File: config.mk
export PLATFORM = sky130hd
export DESIGN_NAME = iscbdiv_array
export DESIGN_NICKNAME = d
export VERILOG_FILES = /design/src/rtl/sc_div_pkg.sv /design/src/rtl/skew_sync_cnt.sv /design/src/rtl/iscbdiv_array.sv
export SDC_FILE = /design/constraint.sdc
export NUM_CORES = 1
export LEC_CHECK = 0
export ABC_AREA = 1
export BUFFER_PORTS_ARGS = -buffer_cell sky130_fd_sc_hd__buf_4
export CELL_PAD_IN_SITES_DETAIL_PLACEMENT = 0
export CELL_PAD_IN_SITES_GLOBAL_PLACEMENT = 2
export CORE_MARGIN = 5
export CORE_UTILIZATION = 25
export DETAILED_ROUTE_END_ITERATION = 8
export PLACE_DENSITY = 0.77
export SKIP_CTS_REPAIR_TIMING = 1
export SYNTH_ARGS = -nofsm -noshare
export SYNTH_HDL_FRONTEND = slang
export SYNTH_SLANG_ARGS = --single-unit
export TNS_END_PERCENT = 50
File: constraint.sdc
create_clock -name clk -period 1.6 [get_ports clk]
set_input_delay 0.08 -clock clk [delete_from_list [all_inputs] [get_ports clk]]
set_output_delay 0.08 -clock clk [all_outputs]
set_load 0.01 [all_outputs]
File: src/rtl/sc_div_pkg.sv
// Shared types and parameter validation for the in-stream correlation-based
// stochastic divider array.
package sc_div_pkg;

  typedef enum logic [2:0] {
    SYNC_PASS    = 3'd0,
    SYNC_STORE   = 3'd1,
    SYNC_RELEASE = 3'd2,
    SYNC_IDLE    = 3'd3,
    SYNC_OVF     = 3'd4
  } sync_ev_t;

  // True when the trace depth is a power of two no smaller than 2 and the
  // synchronizer can hold at least one pending dividend bit.
  function automatic bit check_params(input int trace, input int sync_depth);
    bit ok;
    ok = (trace >= 2) && ((trace & (trace - 1)) == 0) && (sync_depth >= 1);
    return ok;
  endfunction

endpackage

File: src/rtl/skew_sync_cnt.sv
// Single-channel skewed synchronizer: delays dividend ones that arrive without
// a divisor one so that every emitted dividend one coincides with a divisor one.
module skew_sync_cnt
  import sc_div_pkg::*;
#(
  parameter int SYNC_DEPTH = 4
) (
  input  logic clk,
  input  logic rst,
  input  logic en,
  input  logic clr,
  input  logic a,
  input  logic b,
  output logic a_sync,
  output logic ovf
);

  localparam int CW = $clog2(SYNC_DEPTH + 1);
  localparam logic [CW-1:0] CNT_MAX = CW'(SYNC_DEPTH);

  logic [CW-1:0] cnt;
  sync_ev_t      ev;

  always_comb begin
    ev = SYNC_IDLE;
    case ({a, b})
      2'b11:   ev = SYNC_PASS;
      2'b10:   ev = (cnt == CNT_MAX) ? SYNC_OVF : SYNC_STORE;
      2'b01:   ev = (cnt != {CW{1'b0}}) ? SYNC_RELEASE : SYNC_IDLE;
      default: ev = SYNC_IDLE;
    endcase
  end

  always_comb begin
    a_sync = 1'b0;
    ovf    = 1'b0;
    if (en) begin
      a_sync = (ev == SYNC_PASS) || (ev == SYNC_RELEASE) || (ev == SYNC_OVF);
      ovf    = (ev == SYNC_OVF);
    end else begin
      a_sync = 1'b0;
      ovf    = 1'b0;
    end
  end

  always_ff @(posedge clk or posedge rst) begin
    if (rst) begin
      cnt <= {CW{1'b0}};
    end else if (clr) begin
      cnt <= {CW{1'b0}};
    end else if (en) begin
      case (ev)
        SYNC_STORE:   cnt <= cnt + {{(CW-1){1'b0}}, 1'b1};
        SYNC_RELEASE: cnt <= cnt - {{(CW-1){1'b0}}, 1'b1};
        default:      cnt <= cnt;
      endcase
    end
  end

endmodule

File: src/rtl/iscbdiv_array.sv
// Multi-channel ISCB stochastic divider: per channel a skewed synchronizer feeds
// a trace register that replays past quotient bits whenever the divisor is 0.
module iscbdiv_array
  import sc_div_pkg::*;
#(
  parameter int CH         = 1,
  parameter int SYNC_DEPTH = 4,
  parameter int TRACE      = 2,
  parameter int RNG_W      = $clog2(TRACE)
) (
  input  logic                clk,
  input  logic                rst,
  input  logic                en,
  input  logic                clr,
  input  logic [CH*RNG_W-1:0] rand_idx,
  input  logic [CH-1:0]       dividend,
  input  logic [CH-1:0]       divisor,
  output logic [CH-1:0]       quotient,
  output logic [CH-1:0]       trace_full,
  output logic [CH-1:0]       sync_ovf
);

  localparam int FW = $clog2(TRACE + 1);
  localparam logic [FW-1:0] FILL_MAX = FW'(TRACE);

  if (!check_params(TRACE, SYNC_DEPTH)) begin : g_bad_params
    $error("iscbdiv_array: TRACE must be a power of 2 >= 2 and SYNC_DEPTH >= 1");
  end

  for (genvar c = 0; c < CH; c++) begin : g_ch
    logic             a_sync;
    logic             ovf;
    logic             q;
    logic [RNG_W-1:0] idx;
    logic [TRACE-1:0] trace;
    logic [FW-1:0]    fcnt;
    logic [FW-1:0]    fcnt_next;
    logic             full;

    skew_sync_cnt #(.SYNC_DEPTH(SYNC_DEPTH)) u_sync (
      .clk    (clk),
      .rst    (rst),
      .en     (en),
      .clr    (clr),
      .a      (dividend[c]),
      .b      (divisor[c]),
      .a_sync (a_sync),
      .ovf    (ovf)
    );

    assign idx = rand_idx[c*RNG_W +: RNG_W];

    // Outputs are held low while reset is asserted, without waiting for an edge.
    always_comb begin
      q = 1'b0;
      if (en && !rst) begin
        q = divisor[c] ? a_sync : trace[idx];
      end else begin
        q = 1'b0;
      end
    end

    always_comb begin
      fcnt_next = fcnt;
      if (clr) begin
        fcnt_next = {FW{1'b0}};
      end else if (en && divisor[c] && (fcnt != FILL_MAX)) begin
        fcnt_next = fcnt + {{(FW-1){1'b0}}, 1'b1};
      end else begin
        fcnt_next = fcnt;
      end
    end

    always_ff @(posedge clk or posedge rst) begin
      if (rst) begin
        trace <= {TRACE{1'b0}};
        fcnt  <= {FW{1'b0}};
        full  <= 1'b0;
      end else begin
        fcnt <= fcnt_next;
        full <= (fcnt_next == FILL_MAX);
        if (clr) begin
          trace <= {TRACE{1'b0}};
        end else if (en && divisor[c]) begin
          trace <= {q, trace[TRACE-1:1]};
        end
      end
    end

    assign quotient[c]   = q;
    assign trace_full[c] = full;
    assign sync_ovf[c]   = ovf && !rst;
  end

endmodule

# Word level (Yosys, flattened, before mapping)
# Index checks and enable logic that the tools add are counted.
[classes]
order_cmp = 1
n_eq_ne = 9
mux = 16
addsub = 3
reduce_logical = 13
[ops]
columns = ["operator", "count"]
rows = [
  ["$mux 3", 3],
  ["$pmux 3 s3", 1],
  ["$mux 2", 4],
  ["$mux 1", 7],
  ["$eq 2x2->1 const B", 3],
  ["$eq 3x3->1 const B", 2],
  ["$pmux 3 s2", 1],
  ["$reduce_bool 3->1", 2],
  ["$logic_and 1x1->1", 4],
  ["$reduce_bool 2->1", 2],
  ["$add 3x1->3 const B", 1],
  ["$eq 3x1->1 const B", 1],
  ["$eq 3x2->1 const B", 1],
  ["$logic_not 3->1", 1],
  ["$sub 3x1->3 const B", 1],
  ["$add 2x1->2 const B", 1],
  ["$eq 2x1->1 const B", 1],
  ["$logic_or 1x1->1", 2],
  ["$lt 1x2->1 const B", 1],
  ["$ne 2x2->1 const B", 1],
  ["$reduce_and 2->1", 1],
  ["$logic_not 1->1", 1],
]
[word_totals]
output_inout_bits = 3
wordCells = 46
register_bits = 8
input_bits = 7

# Logic depth before layout (Yosys ltp)
[logic_depth]
ltp_word = 11
depth_mapped = 14
mapped_depth_nobuf = 14

# Modules after synthesis
# A second synthesis with hierarchy kept.
[unflattened]
hier_cells = 80
area_unflattened_um2 = 600.6
[modules_own_cells]
columns = ["mod", "seq_area_each_um2", "n_inst", "area_per_inst_um2", "cells_each"]
rows = [
  ["iscbdiv_array", 125.1, 1, 302.8, 37],
  ["skew_sync_cnt", 75.1, 1, 297.8, 43],
]

# Worst setup path before layout
# Ideal clock, no wire load.
[synth_path]
path_kind = "reg-to-reg"
from = "register g_ch[0].u_sync.cnt[1]"
to = "register g_ch[0].u_sync.cnt[2]"
required_time_ps = 1535
path_slack_ps = -13
path_stages_with_launch = 15
period_less_slack_ps = 1613
n_path_buf = 0
setup_ps = 65
t_arrival_ps = 1548
cell_sequence = "dfrtp_1 -> nor2_2 -> nand2_2 -> nand2_2 -> inv_1 -> fa_1 -> inv_1 -> nand2_1 -> nand2_1 -> inv_1 -> nand2_1 -> nand2_1 -> nor2_1 -> nand2_1 -> nand2_1"
[synth_via]
elab_chain_cells = 7
elab_cells_between_ends = 14
classes_between = "add/sub (2); eq/ne (3); mux (6); reduce/logical (3)"
[synth_lines]
columns = ["item", "line_no", "source"]
rows = [
  ["start: declaration", "skew_sync_cnt.sv:21", "logic [CW-1:0] cnt;"],
  ["start signal: assignment", "skew_sync_cnt.sv:48", "cnt <= {CW{1'b0}};"],
  ["start signal: assignment", "skew_sync_cnt.sv:50", "cnt <= {CW{1'b0}};"],
  ["start signal: assignment", "skew_sync_cnt.sv:53", "SYNC_STORE: cnt <= cnt + {{(CW-1){1'b0}}, 1'b1};"],
  ["$eq 3x3->1 or $reduce_bool 3->1 (tied branches)", "skew_sync_cnt.sv:28, skew_sync_cnt.sv:29", ""],
  ["$mux 3 or $mux 1 (tied branches)", "skew_sync_cnt.sv:28, skew_sync_cnt.sv:29", ""],
  ["$pmux 3 s3", "skew_sync_cnt.sv:26", "case ({a, b})"],
  ["$eq 3x2->1 or $eq 3x1->1 (tied branches)", "skew_sync_cnt.sv:52", "case (ev)"],
  ["$pmux 3 s2", "skew_sync_cnt.sv:52", ""],
  ["$mux 3", "skew_sync_cnt.sv:51", "end else if (en) begin"],
  ["$mux 3", "skew_sync_cnt.sv:49", "end else if (clr) begin"],
]
# Several ways; a longest one is shown, not always the timed one. The select of a mux whose other input is x is not followed.
# A chain may end at the register's enable or synchronous reset.

# Worst setup path in the final report
# Same ends and word-level chain as after synthesis.

==> summary.md <==
| Metric | Value |
|---|---|
| Grt total ovfl | `0` |
| Post-DR wirelength/cell | `9.057 um` |
| Critical Path Fanout Max | `2` |
| Chip Width | `between 50 and 60 um` |
| Clk sinks | `8` |
| Cell Area, Synth | `approximately 520 sq um` |
| Fin. max-slew vios | `0` |
| DP Worst Slack | `-0.004120 ns` |
| Tot GR Track Use | `under 10%` |
| Fillers | `approximately 210` |
| Int Power | `approximately 0.39 mW` |
| Die area | `3107 sq um` |
| Syn Area/Cell | `6.882 sq um` |
| Req. time, crit path | `1.75 ns` |
| IO Count | `10` |
| Min-Delay Path Class | `input pin to flip-flop` |
| Synth top area share | `around two fifths` |
| Slew HR | `about 80%` |
| Hpwl dp | `908.4 um` |
| Design area | `between 700 and 800 sq um` |
| Most frequent cells in the layout | `nand2_1 (21), buf_4 (15), inv_1 (13)` |
| Max VDD drop | `0.3021 mV` |
| Core ar. | `1982 sq um` |
| Final period util | `99.84%` |
| Drt pass-1 iters | `3` |
| Max H-tree Level | `1` |
| Clock share of power | `about 27%` |
| NetSw | `0.1819 mW` |
| Longest Clk Path Bufs | `2` |
| Mapped Nets | `85` |
| Crit path kind | `flip-flop to flip-flop` |
| Routed vias/inst | `~4.1` |
| Synth warn | `0` |
| Number of nets with antenna violations after routing | `0` |
| F_max | `~630 MHz` |
| Clock slew at reported path FFs | `around 0.05 ns` |
| Area Growth Syn to Fin | `35.65%` |
| Layout cells sized above 1 | `between 30% and 40%` |
| Vias | `slightly below 500` |
| Global-route wire length before repair | `between 2000 and 2500 um` |
| Crit. End Element | `flip-flop` |
| Register area share after synthesis | `between 30% and 40%` |
| Pwr per Cell Area | `slightly above 800 nW/um^2` |
| Final Non-Filler Cells | `122` |
| IO buf count | `9` |
| Min Tclk post-route | `1.597 ns` |
| Rows | `16` |
| Seq cells post-synth | `8` |
| Number of max-cap violations | `0` |
| RSZ-0062 raised after global routing | `yes` |
| Vias in the first global route | `approximately 520` |
| Synth top area cells | `dfrtp_1 (38%), nand2_1 (16%), inv_1 (10%)` |
| Startpoint Class | `flip-flop` |
| Final wirelength | `1105 um` |
| Final worst-path setup slack | `0.002510 ns` |
| Seq pwr share | `between 40% and 50%` |
| Synth cell types | `15` |
| Mapped Cells | `between 70 and 80` |
| RePlAce Congestion | `around 0.7` |
| Ant. Diodes | `0` |
| Clock Latency Late Sink | `about 0.26 ns` |
| TritonCTS Buffers | `3` |
| Worst Max-Slew Pin Slew | `~0.3 ns` |
| # placed instances | `about 120` |
| Switch share | `approximately a third` |
| Final Skew | `between 0.002 and 0.0025 ns` |
| CTS root buf | `clkbuf_4` |
| Finish-stage setup viols | `0` |
| Drt initial violations | `1` |
| Chip Height | `between 50 and 60 um` |
| Synth area leader | `dfrtp_1` |
| Area after DPL | `671.9 sq um` |
| DRC Markers | `0` |
| Static Leakage | `~0.40 nW` |
| TritonCTS clock tree | `yes` |
| Hold Vio Cnt, Final | `0` |
| Comb pwr share | `32.6%` |
| Largest net degree at the start of global routing | `10` |
| Commonest non-fill, non-tap cell in the layout | `nand2_1` |
| Crit path arrival time | `1.74 ns` |
| Status | `completed` |
| Final Net Count | `~110` |
| Initial antenna violation count | `0` |
| Initial Util | `26.39%` |
[metrics by stage]
stage | hold slack (ns) | power, mW | util [%] | setup TNS, ns
final | 0.08252 | 0.5749 | 35.80 | 0
after global routing | 0.1079 | 0.6248 | 35.80 | -0.1572
after CTS | -0.2238 | 0.5843 | 35.04 | -0.02239
after detailed placement | 0.05921 | 0.4185 | 33.90 | -0.004120
after global placement | 0.05569 | 0.4180 | 33.90 | -0.01075
after floorplan | -0.1043 | 0.3417 | - | 0
[path summary, 6_finish.rpt]
kind	slack (ns)	depth (start not counted)	to	startpoint
setup / recovery	0.003	13	g_ch[0].u_sync.cnt[2]	g_ch[0].u_sync.cnt[1]
hold / removal	0.08	4	g_ch[0].u_sync.cnt[2]	clr
setup reg to reg	0.003	13	g_ch[0].u_sync.cnt[2]	g_ch[0].u_sync.cnt[1]
hold reg to reg	0.54	3	g_ch[0].fcnt[0]	g_ch[0].fcnt[0]
max in group asynchronous	1.04	3	g_ch[0].fcnt[0]	rst
min in group asynchronous	0.33	3	g_ch[0].u_sync.cnt[1]	rst
[power by group through the flow]
stage          clock network [mW]  registers (mW)  logic, mW
3_5_place_dp                    0           0.234      0.184
6_report                    0.157           0.231      0.187
4_1_cts                     0.169           0.231      0.185
3_3_place_gp                    0           0.234      0.184
2_1_floorplan                   0           0.239      0.103
5_1_grt                     0.175           0.233      0.217
[synthesized netlist by cell type, drive strengths merged]
library cell,count
nand2,27
inv,14
nor2,11
dfrtp,8
nand3,6
a21oi,3
o21ai,2
clkinv,1
fa,1
ha,1
nand4,1
or2,1
[layout make-up]
class | count | area, sq um | share of cell area (%)
inverters | 15 | 56.30 | 7.937
clock buffers | 3 | 22.52 | 3.175
repair buffers | 16 | 122.6 | 17.28
multi-input cells | 53 | 274.0 | 38.62
well taps | 27 | 33.78 | 4.762
flip-flops and latches | 8 | 200.2 | 28.22
[kinds of logic after synthesis]
logic type,after synthesis,share of synthesized area (%)
AND/OR/NAND/NOR,46,39.24
adder cells (fa/ha/maj),2,6.220
flip-flops,8,38.28
AO/OA/AOI/OAI,5,5.503
buffers and inverters,15,10.76
[flip-flops by register name, summed over array words and instances, names as in the netlist]
register / count
trace_full: 1
g_ch.u_sync.cnt: 3
g_ch.trace: 2
g_ch.fcnt: 2
[critical path, stage by stage (launching register included)]
cell,delay [ns]
dfrtp_1,0.38
nor2_2,0.14
nand2_2,0.08
nand2_2,0.07
inv_2,0.04
fa_2,0.33
inv_1,0.06
nand2_1,0.04
nand2_1,0.07
nand3_1,0.08
nand2_2,0.08
nor2_2,0.03
nand2_1,0.04
nand2_1,0.05
[metal layers]
metal	vias up	routed length, um	GRT usage, %
met5	-	0	0
met4	0	31	5.208
met3	3	74	3.016
met2	12	461	13.18
met1	213	537	9.066
li1	268	-	-
No activity file was read; power rests on OpenSTA's default activity.
